File: config.mk
export PLATFORM = sky130hd
export DESIGN_NAME = branch_condition_controller_flat
export DESIGN_NICKNAME = d
export VERILOG_FILES = /design/src/rtl/branch_condition_controller_if.sv /design/src/rtl/branch_condition_controller.sv /design/src/flat_wrapper.sv
export SDC_FILE = /design/constraint.sdc
export NUM_CORES = 1
export LEC_CHECK = 0
export ABC_AREA = 1
export CORE_MARGIN = 2
export CORE_UTILIZATION = 42
export DETAILED_ROUTE_END_ITERATION = 8
export PLACE_DENSITY = 0.91
export SYNTH_ARGS = -nofsm -noshare
export SYNTH_HDL_FRONTEND = slang
export SYNTH_SLANG_ARGS = --single-unit
File: constraint.sdc
create_clock -name clk -period 2.45 [get_ports clk]
set_input_delay 0.3675 -clock clk [delete_from_list [all_inputs] [get_ports clk]]
set_output_delay 0.3675 -clock clk [all_outputs]
set_load 0.02 [all_outputs]
File: src/rtl/branch_condition_controller_if.sv
// ============================================================================
//  Module      : branch_condition_controller_if
//  Description : EX-stage <-> branch controller bundle. Carries the EX-stage
//                instruction (valid/ready handshake, opcode, flag write,
//                ALU flags, branch target) and the controller results
//                (condition, architectural flags, redirect, flush).
//  Ports       : (interface signals, named from the controller's viewpoint)
//                ex_valid_i / ex_ready_o    - instruction handshake
//                ex_opcode_i                - 6-bit opcode
//                ex_flag_write_i            - instruction updates NZCV
//                alu_flags_i                - ALU {N,Z,C,V}
//                ex_target_i                - computed branch target
//                cond_ex_o                  - condition holds (comb.)
//                flags_o                    - registered NZCV
//                branch_taken_o             - one-cycle redirect pulse
//                branch_target_o            - redirect PC
//                flush_o                    - squash fetch/decode
//                taken_cnt_o/not_taken_cnt_o- branch statistics
//                                             (only with BRANCH_STATS_EN)
//  Options     : BRANCH_STATS_EN adds the statistics counters.
//  Revision    : 1.0 - initial release
// ============================================================================
`default_nettype none

interface branch_condition_controller_if #(
    parameter int ADDR_W = 32
);
    logic              ex_valid_i;
    logic              ex_ready_o;
    logic [5:0]        ex_opcode_i;
    logic              ex_flag_write_i;
    logic [3:0]        alu_flags_i;
    logic [ADDR_W-1:0] ex_target_i;
    logic              cond_ex_o;
    logic [3:0]        flags_o;
    logic              branch_taken_o;
    logic [ADDR_W-1:0] branch_target_o;
    logic              flush_o;
`ifdef BRANCH_STATS_EN
    logic [15:0]       taken_cnt_o;
    logic [15:0]       not_taken_cnt_o;
`endif

    // Controller side
    modport slave (
        input  ex_valid_i,
        output ex_ready_o,
        input  ex_opcode_i,
        input  ex_flag_write_i,
        input  alu_flags_i,
        input  ex_target_i,
        output cond_ex_o,
        output flags_o,
        output branch_taken_o,
        output branch_target_o,
`ifdef BRANCH_STATS_EN
        output taken_cnt_o,
        output not_taken_cnt_o,
`endif
        output flush_o
    );

    // EX-stage / pipeline side
    modport master (
        output ex_valid_i,
        input  ex_ready_o,
        output ex_opcode_i,
        output ex_flag_write_i,
        output alu_flags_i,
        output ex_target_i,
        input  cond_ex_o,
        input  flags_o,
        input  branch_taken_o,
        input  branch_target_o,
`ifdef BRANCH_STATS_EN
        input  taken_cnt_o,
        input  not_taken_cnt_o,
`endif
        input  flush_o
    );
endinterface

`default_nettype wire

File: src/rtl/branch_condition_controller.sv
// ============================================================================
//  Module      : branch_condition_controller
//  Description : Execute-stage branch resolution. Holds the architectural
//                NZCV register, evaluates branch opcodes against it, and on
//                a taken branch issues a one-cycle redirect followed by a
//                timed flush of the younger pipeline stages.
//  Ports       : clk  - rising-edge clock
//                rst  - synchronous active-high reset
//                bus  - branch_condition_controller_if.slave (handshake,
//                       opcode, flags, target, redirect and flush signals)
//  Parameters  : ADDR_W       - branch target / PC width
//                FLUSH_CYCLES - flush length after a taken branch (1..7)
//  Options     : BRANCH_STATS_EN - adds saturating taken / not-taken
//                branch counters (taken_cnt_o, not_taken_cnt_o).
//  Revision    : 1.0 - initial release
// ============================================================================
`default_nettype none

module branch_condition_controller #(
    parameter int ADDR_W       = 32,
    parameter int FLUSH_CYCLES = 2
) (
    input  wire                             clk,
    input  wire                             rst,
    branch_condition_controller_if.slave    bus
);

    // ------------------------------------------------------------------
    // Constants
    // ------------------------------------------------------------------
    localparam logic [5:0] OP_BEQ = 6'b001100;
    localparam logic [5:0] OP_BNE = 6'b001101;
    localparam logic [5:0] OP_BGT = 6'b001110;
    localparam logic [5:0] OP_B   = 6'b001111;

    // The flush counter is 3 bits wide, which bounds FLUSH_CYCLES to 1..7.
    localparam logic [2:0] FLUSH_INIT = 3'(FLUSH_CYCLES);

    typedef enum logic [0:0] {
        ST_IDLE  = 1'b0,
        ST_FLUSH = 1'b1
    } state_e;

    // ------------------------------------------------------------------
    // State
    // ------------------------------------------------------------------
    state_e            state_q,         state_d;
    logic [3:0]        flags_q,         flags_d;
    logic [2:0]        flush_cnt_q,     flush_cnt_d;
    logic              branch_taken_q,  branch_taken_d;
    logic [ADDR_W-1:0] branch_target_q, branch_target_d;
    logic              flush_q,         flush_d;
`ifdef BRANCH_STATS_EN
    logic [15:0]       taken_cnt_q,     taken_cnt_d;
    logic [15:0]       not_taken_cnt_q, not_taken_cnt_d;
`endif

    // ------------------------------------------------------------------
    // Combinational decode
    // ------------------------------------------------------------------
    logic w_ready;
    logic w_accept;
    logic w_is_branch;
    logic w_cond;
    logic w_flag_n;
    logic w_flag_z;
    logic w_flag_v;

    assign w_flag_n = flags_q[3];
    assign w_flag_z = flags_q[2];
    assign w_flag_v = flags_q[0];

    // Conditions only ever look at the registered flags; the ALU flags of
    // the same instruction are written afterwards and never forwarded.
    always_comb begin
        w_cond      = 1'b1;
        w_is_branch = 1'b0;
        case (bus.ex_opcode_i)
            OP_BEQ: begin
                w_is_branch = 1'b1;
                w_cond      = w_flag_z;
            end
            OP_BNE: begin
                w_is_branch = 1'b1;
                w_cond      = ~w_flag_z;
            end
            OP_BGT: begin
                w_is_branch = 1'b1;
                w_cond      = ~w_flag_z && (w_flag_n == w_flag_v);
            end
            OP_B: begin
                w_is_branch = 1'b1;
                w_cond      = 1'b1;
            end
            default: begin
                w_is_branch = 1'b0;
                w_cond      = 1'b1;
            end
        endcase
    end

    // Ready is a pure function of state so that instructions presented
    // during a flush are dropped without any side effect.
    assign w_ready  = (state_q == ST_IDLE);
    assign w_accept = bus.ex_valid_i && w_ready;

    // ------------------------------------------------------------------
    // Next-state logic
    // ------------------------------------------------------------------
    always_comb begin
        state_d         = state_q;
        flags_d         = flags_q;
        flush_cnt_d     = flush_cnt_q;
        branch_taken_d  = 1'b0;
        branch_target_d = branch_target_q;
        flush_d         = flush_q;
`ifdef BRANCH_STATS_EN
        taken_cnt_d     = taken_cnt_q;
        not_taken_cnt_d = not_taken_cnt_q;
`endif

        // A branch that also writes flags still commits its new flags;
        // the condition above already used the old ones.
        if (w_accept && bus.ex_flag_write_i) begin
            flags_d = bus.alu_flags_i;
        end

        case (state_q)
            ST_IDLE: begin
                flush_d = 1'b0;
                if (w_accept && w_is_branch && w_cond) begin
                    branch_taken_d  = 1'b1;
                    branch_target_d = bus.ex_target_i;
                    flush_d         = 1'b1;
                    flush_cnt_d     = FLUSH_INIT;
                    state_d         = ST_FLUSH;
                end
            end
            ST_FLUSH: begin
                flush_cnt_d = flush_cnt_q - 3'd1;
                // Leaving on the 1->0 step keeps flush_o high for exactly
                // FLUSH_CYCLES cycles; "<= 1" also recovers from a zero count.
                if (flush_cnt_q <= 3'd1) begin
                    flush_cnt_d = 3'd0;
                    flush_d     = 1'b0;
                    state_d     = ST_IDLE;
                end
            end
            default: begin
                state_d     = ST_IDLE;
                flush_d     = 1'b0;
                flush_cnt_d = 3'd0;
            end
        endcase

`ifdef BRANCH_STATS_EN
        // Saturating statistics; accepted branches only occur in IDLE.
        if (w_accept && w_is_branch) begin
            if (w_cond) begin
                if (taken_cnt_q != 16'hFFFF) begin
                    taken_cnt_d = taken_cnt_q + 16'd1;
                end
            end else begin
                if (not_taken_cnt_q != 16'hFFFF) begin
                    not_taken_cnt_d = not_taken_cnt_q + 16'd1;
                end
            end
        end
`endif
    end

    // ------------------------------------------------------------------
    // Registers
    // ------------------------------------------------------------------
    always_ff @(posedge clk) begin
        if (rst) begin
            state_q         <= ST_IDLE;
            flags_q         <= 4'b0000;
            flush_cnt_q     <= 3'd0;
            branch_taken_q  <= 1'b0;
            branch_target_q <= '0;
            flush_q         <= 1'b0;
`ifdef BRANCH_STATS_EN
            taken_cnt_q     <= 16'd0;
            not_taken_cnt_q <= 16'd0;
`endif
        end else begin
            state_q         <= state_d;
            flags_q         <= flags_d;
            flush_cnt_q     <= flush_cnt_d;
            branch_taken_q  <= branch_taken_d;
            branch_target_q <= branch_target_d;
            flush_q         <= flush_d;
`ifdef BRANCH_STATS_EN
            taken_cnt_q     <= taken_cnt_d;
            not_taken_cnt_q <= not_taken_cnt_d;
`endif
        end
    end

    // ------------------------------------------------------------------
    // Outputs
    // ------------------------------------------------------------------
    assign bus.ex_ready_o      = w_ready;
    assign bus.cond_ex_o       = w_cond;
    assign bus.flags_o         = flags_q;
    assign bus.branch_taken_o  = branch_taken_q;
    assign bus.branch_target_o = branch_target_q;
    assign bus.flush_o         = flush_q;
`ifdef BRANCH_STATS_EN
    assign bus.taken_cnt_o     = taken_cnt_q;
    assign bus.not_taken_cnt_o = not_taken_cnt_q;
`endif

endmodule

`default_nettype wire

File: src/flat_wrapper.sv
// flat-port wrapper written by rule: the top's interface ports become plain ports
module branch_condition_controller_flat 
#(
    parameter int ADDR_W       = 32,
    parameter int FLUSH_CYCLES = 2
)
  (clk, rst, bus_ex_valid_i, bus_ex_ready_o, bus_ex_opcode_i, bus_ex_flag_write_i, bus_alu_flags_i, bus_ex_target_i, bus_cond_ex_o, bus_flags_o, bus_branch_taken_o, bus_branch_target_o, bus_flush_o);
  branch_condition_controller_if #(.ADDR_W(ADDR_W)) bus_i ();
  input  wire clk;
  input  wire rst;
  input wire logic [$bits(bus_i.ex_valid_i)-1:0] bus_ex_valid_i;
  output wire logic [$bits(bus_i.ex_ready_o)-1:0] bus_ex_ready_o;
  input wire logic [$bits(bus_i.ex_opcode_i)-1:0] bus_ex_opcode_i;
  input wire logic [$bits(bus_i.ex_flag_write_i)-1:0] bus_ex_flag_write_i;
  input wire logic [$bits(bus_i.alu_flags_i)-1:0] bus_alu_flags_i;
  input wire logic [$bits(bus_i.ex_target_i)-1:0] bus_ex_target_i;
  output wire logic [$bits(bus_i.cond_ex_o)-1:0] bus_cond_ex_o;
  output wire logic [$bits(bus_i.flags_o)-1:0] bus_flags_o;
  output wire logic [$bits(bus_i.branch_taken_o)-1:0] bus_branch_taken_o;
  output wire logic [$bits(bus_i.branch_target_o)-1:0] bus_branch_target_o;
  output wire logic [$bits(bus_i.flush_o)-1:0] bus_flush_o;
  assign bus_i.ex_valid_i = bus_ex_valid_i;
  assign bus_ex_ready_o = bus_i.ex_ready_o;
  assign bus_i.ex_opcode_i = bus_ex_opcode_i;
  assign bus_i.ex_flag_write_i = bus_ex_flag_write_i;
  assign bus_i.alu_flags_i = bus_alu_flags_i;
  assign bus_i.ex_target_i = bus_ex_target_i;
  assign bus_cond_ex_o = bus_i.cond_ex_o;
  assign bus_flags_o = bus_i.flags_o;
  assign bus_branch_taken_o = bus_i.branch_taken_o;
  assign bus_branch_target_o = bus_i.branch_target_o;
  assign bus_flush_o = bus_i.flush_o;
  branch_condition_controller #(.ADDR_W(ADDR_W), .FLUSH_CYCLES(FLUSH_CYCLES)) u_core (.clk(clk), .rst(rst), .bus(bus_i));
endmodule
==> impl_metrics.csv <==
group,metric,value,unit
outcome,status,"complete, no violations",
yosys,synth_nets,256,
yosys,ys_seq_elements,42,
yosys,avgSynthCellArea,7.90,um2
drt,antenna_left,0,
power_and_ir_drop,switching_share,20.1,%
worst_setup_path,ff2ff_setup_slack,0.78,ns
die,pin_count,86,
clock_network,tritoncts,"done",
timing,setup_violations,0,
worst_setup_path,critPathTopFamily,"buffers and inverters",
placement,dp_hpwl,3120,um
global_routing,grt_pass1_vias,1637,
layout,register_area,841,um2
clock_network,cts_hold_buf,0,
worst_setup_path,crit_type,"in2out",
clock_network,clock-sinks,42,
clock_network,clk_latency,0.29,ns
worst_setup_path,worstPathMaxFanout,2,
clock_network,clock_path_buffers,2,
timing,timing.fmax,462,MHz
hold_path,hold_end,"u_core.bus.flags_o[1]$_SDFFE_PP0P_",
drt,firstDrtPassIters,4,
layout,antenna_cells,0,
drt,wl_per_cell,13.4,um
worst_setup_path,required,2.08,ns
placement,routabilityCongestion,0.712,
clock_network,cts-buffers-inserted,5,
clock_network,ctsHtreeMaxLevel,2,
worst_setup_path,cp-end-kind,"output pin",
drt,route.detailed.drc,0,
worst_setup_path,rr_worst_depth,8,
placement,placed_area,0.00250,mm2
drt,drt-total-wl,4540,um
placement,port_buffers,85,
power_and_ir_drop,vdd.ir_drop.worst,446,uV
timing,rsz0062_at_grt,"false",
drt,avgViaCountPerCell,4.94,
worst_setup_path,critPathBufInv,3,
worst_setup_path,regToRegStartpoint,"u_core.bus.flags_o[2]$_SDFFE_PP0P_",
yosys,synth_cell_type_count,18,
drt,drtIter0Drc,138,
power_and_ir_drop,p_clk_share,43.7,%
power_and_ir_drop,combPwrFrac,10.5,%
power_and_ir_drop,cellPowerDensity,579,mW/mm2
drt,num_vias,1680,
power_and_ir_drop,power.total,1.53,mW
layout,area_growth,61.2,%
global_routing,grt_pass1_wl,7440,um
global_routing,overflow,0,
hold_path,hp-start,"u_core.bus.flags_o[1]$_SDFFE_PP0P_",
worst_setup_path,crit_path_max_incr_delay,0.55,ns
die,core-area,0.00372,mm2
timing,tightest_slew,0.352,ns
clock_network,root_buffer,"clkbuf_8",
hold_path,holdPathStages,2,
worst_setup_path,cp.arrival,1.80,ns
worst_setup_path,start_kind,"input port",
job,maxCapViolCount,0,
clock_network,cts_resized,0,
hold_path,min_path_type,"reg2reg",
power_and_ir_drop,seqPwrFrac,45.7,%
die,die_h,66.5,um
die,num_rows,22,
global_routing,grt_usage,22.3,%
global_routing,grt_max_degree,35,
yosys,yosysWarnings,0,
yosys,syn_inst,208,
die,start_util,44.2,%
die,die_w,66.5,um
worst_setup_path,crit-reg2reg-capture,"u_core.bus.branch_target_o[21]$_SDFFE_PP0P_",
timing,skew,0.00398,ns
layout,fillers,310,
clock_network,path_clk_slew,0.08,ns
worst_setup_path,crit_chain,"clkdlybuf4s50_1 -> nand2_1 -> inv_1 -> nand2_1 -> nor2_1 -> nand3_2 -> clkdlybuf4s50_1",
timing,fin_crit,2.16,ns
layout,multiInputGateArea,671,um2
die,die_area,0.00443,mm2
layout,fin_nets,339,
yosys,yosysSeqAreaShare,51.2,%
timing,setup_tns,0,ns
layout,stdcell_area,0.00265,mm2
power_and_ir_drop,switching_power,0.308,mW
global_routing,antenna_found_initial,0,
clock_network,cts_setup_buffers,0,
worst_setup_path,critPathSlowestCell,"clkdlybuf4s50_1",
yosys,netlist_area,0.00164,mm2
power_and_ir_drop,p_int,1.22,mW
timing,finalCritPeriodShare,88.3,%
layout,final_layout_size_suffix_gt1_share,5.48,%
timing,hold_viol_final,0,
timing,final_max_slew_viol_count,0,
power_and_ir_drop,p_leak,0.967,nW
timing,relSlewSlack,76.5,%
## cells by family after synthesis
kind of cell | synth area share (%)
buf+inv | 8.00
compound gates | 14.6
flops | 51.2
fa+ha+maj | 1.52
simple gates | 24.7
## flip-flops by register name (all words and copies together) (netlist names)
signal                      count
u_core.bus.branch_taken_o       1
u_core.bus.branch_target_o     32
u_core.bus.flags_o              4
u_core.bus.flush_o              1
u_core.flush_cnt_q              3
u_core.state_q                  1
## worst max-delay path by stage
| stage | start | end | slack, ns | cells after the start |
|---|---|---|---|---|
| finish | bus_ex_opcode_i[2] | bus_cond_ex_o | 0.29 | 7 |
| global route | bus_ex_opcode_i[3] | bus_cond_ex_o | 0.16 | 7 |
| CTS | bus_ex_opcode_i[2] | bus_cond_ex_o | 0.29 | 7 |
| detailed placement | bus_ex_opcode_i[2] | u_core.flush_cnt_q[0]$_SDFFE_PP0P_ | 0.28 | 10 |
| global placement | bus_ex_opcode_i[3] | bus_cond_ex_o | 0.33 | 7 |
| floorplan | u_core.bus.flags_o[2]$_SDFFE_PP0P_ | bus_cond_ex_o | 1.02 | 5 |
## routing by layer
metal  share of wire (%)  GRT usage, %
met4                 1.2          7.91
met3                 7.1          6.59
met1                  41          24.8
met5                   0             0
met2                  51          39.9
## tightest hold or removal path, cell delays in order (launching register included)
cell     delay [ns]
dfxtp_1        0.31
inv_1          0.05
a21oi_1        0.05
## stage by stage
| stage | instances | util [%] | worst slack (ns) | hold WS, ns |
|---|---|---|---|---|
| 2_1_floorplan | 208 | - | 1.02 | 0.477 |
| 3_3_place_gp | 332 | 67.4 | 0.326 | 0.434 |
| 3_5_place_dp | 332 | 67.4 | 0.276 | 0.443 |
| 4_1_cts | 340 | 71.2 | 0.291 | 0.454 |
| 5_1_grt | 340 | 71.2 | 0.161 | 0.483 |
| 6_report | 340 | 71.2 | 0.287 | 0.452 |
## cell usage in the layout, fill, tap and decap left out, types with 2 or more instances in the layout
master           instances
clkdlybuf4s50_1         85
nand2_1                 46
dfxtp_1                 42
a21oi_1                 38
nand3_1                 37
inv_1                   12
o21ai_0                  7
clkbuf_8                 6
nor2_1                   4
buf_4                    4
ha_1                     2
bufinv_16                2
## layout make-up
class | count | share of cell area (%)
Tap cell | 48 | 2.27
Sequential cell | 42 | 31.8
Inverter | 14 | 1.98
Clock inverter | 2 | 2.27
Clock buffer | 6 | 3.12
Timing Repair Buffer | 89 | 33.3
Multi-Input combinational cell | 139 | 25.3
## synth_stat cells (all sizes together)
cell type / number / area, um2
a21oi: 38 / 190
buf: 9 / 63.8
clkbuf: 4 / 15.0
clkinv: 1 / 3.75
dfxtp: 42 / 841
ha: 2 / 25.0
inv: 13 / 48.8
nand2: 47 / 184
nand3: 38 / 195
nor2: 5 / 26.3
o211ai: 1 / 7.51
o21ai: 7 / 35.0
o21bai: 1 / 7.51
## power by group through the flow
stage               sequential [mW]  clock (mW)  combinational (mW)
finish                        0.701       0.670               0.162
global route                  0.703       0.715               0.174
CTS                           0.701       0.682               0.163
detailed placement            0.717           0               0.161
global placement              0.716           0               0.159
floorplan                     0.730           0              0.0426
Power figures use the tool's default switching activity.
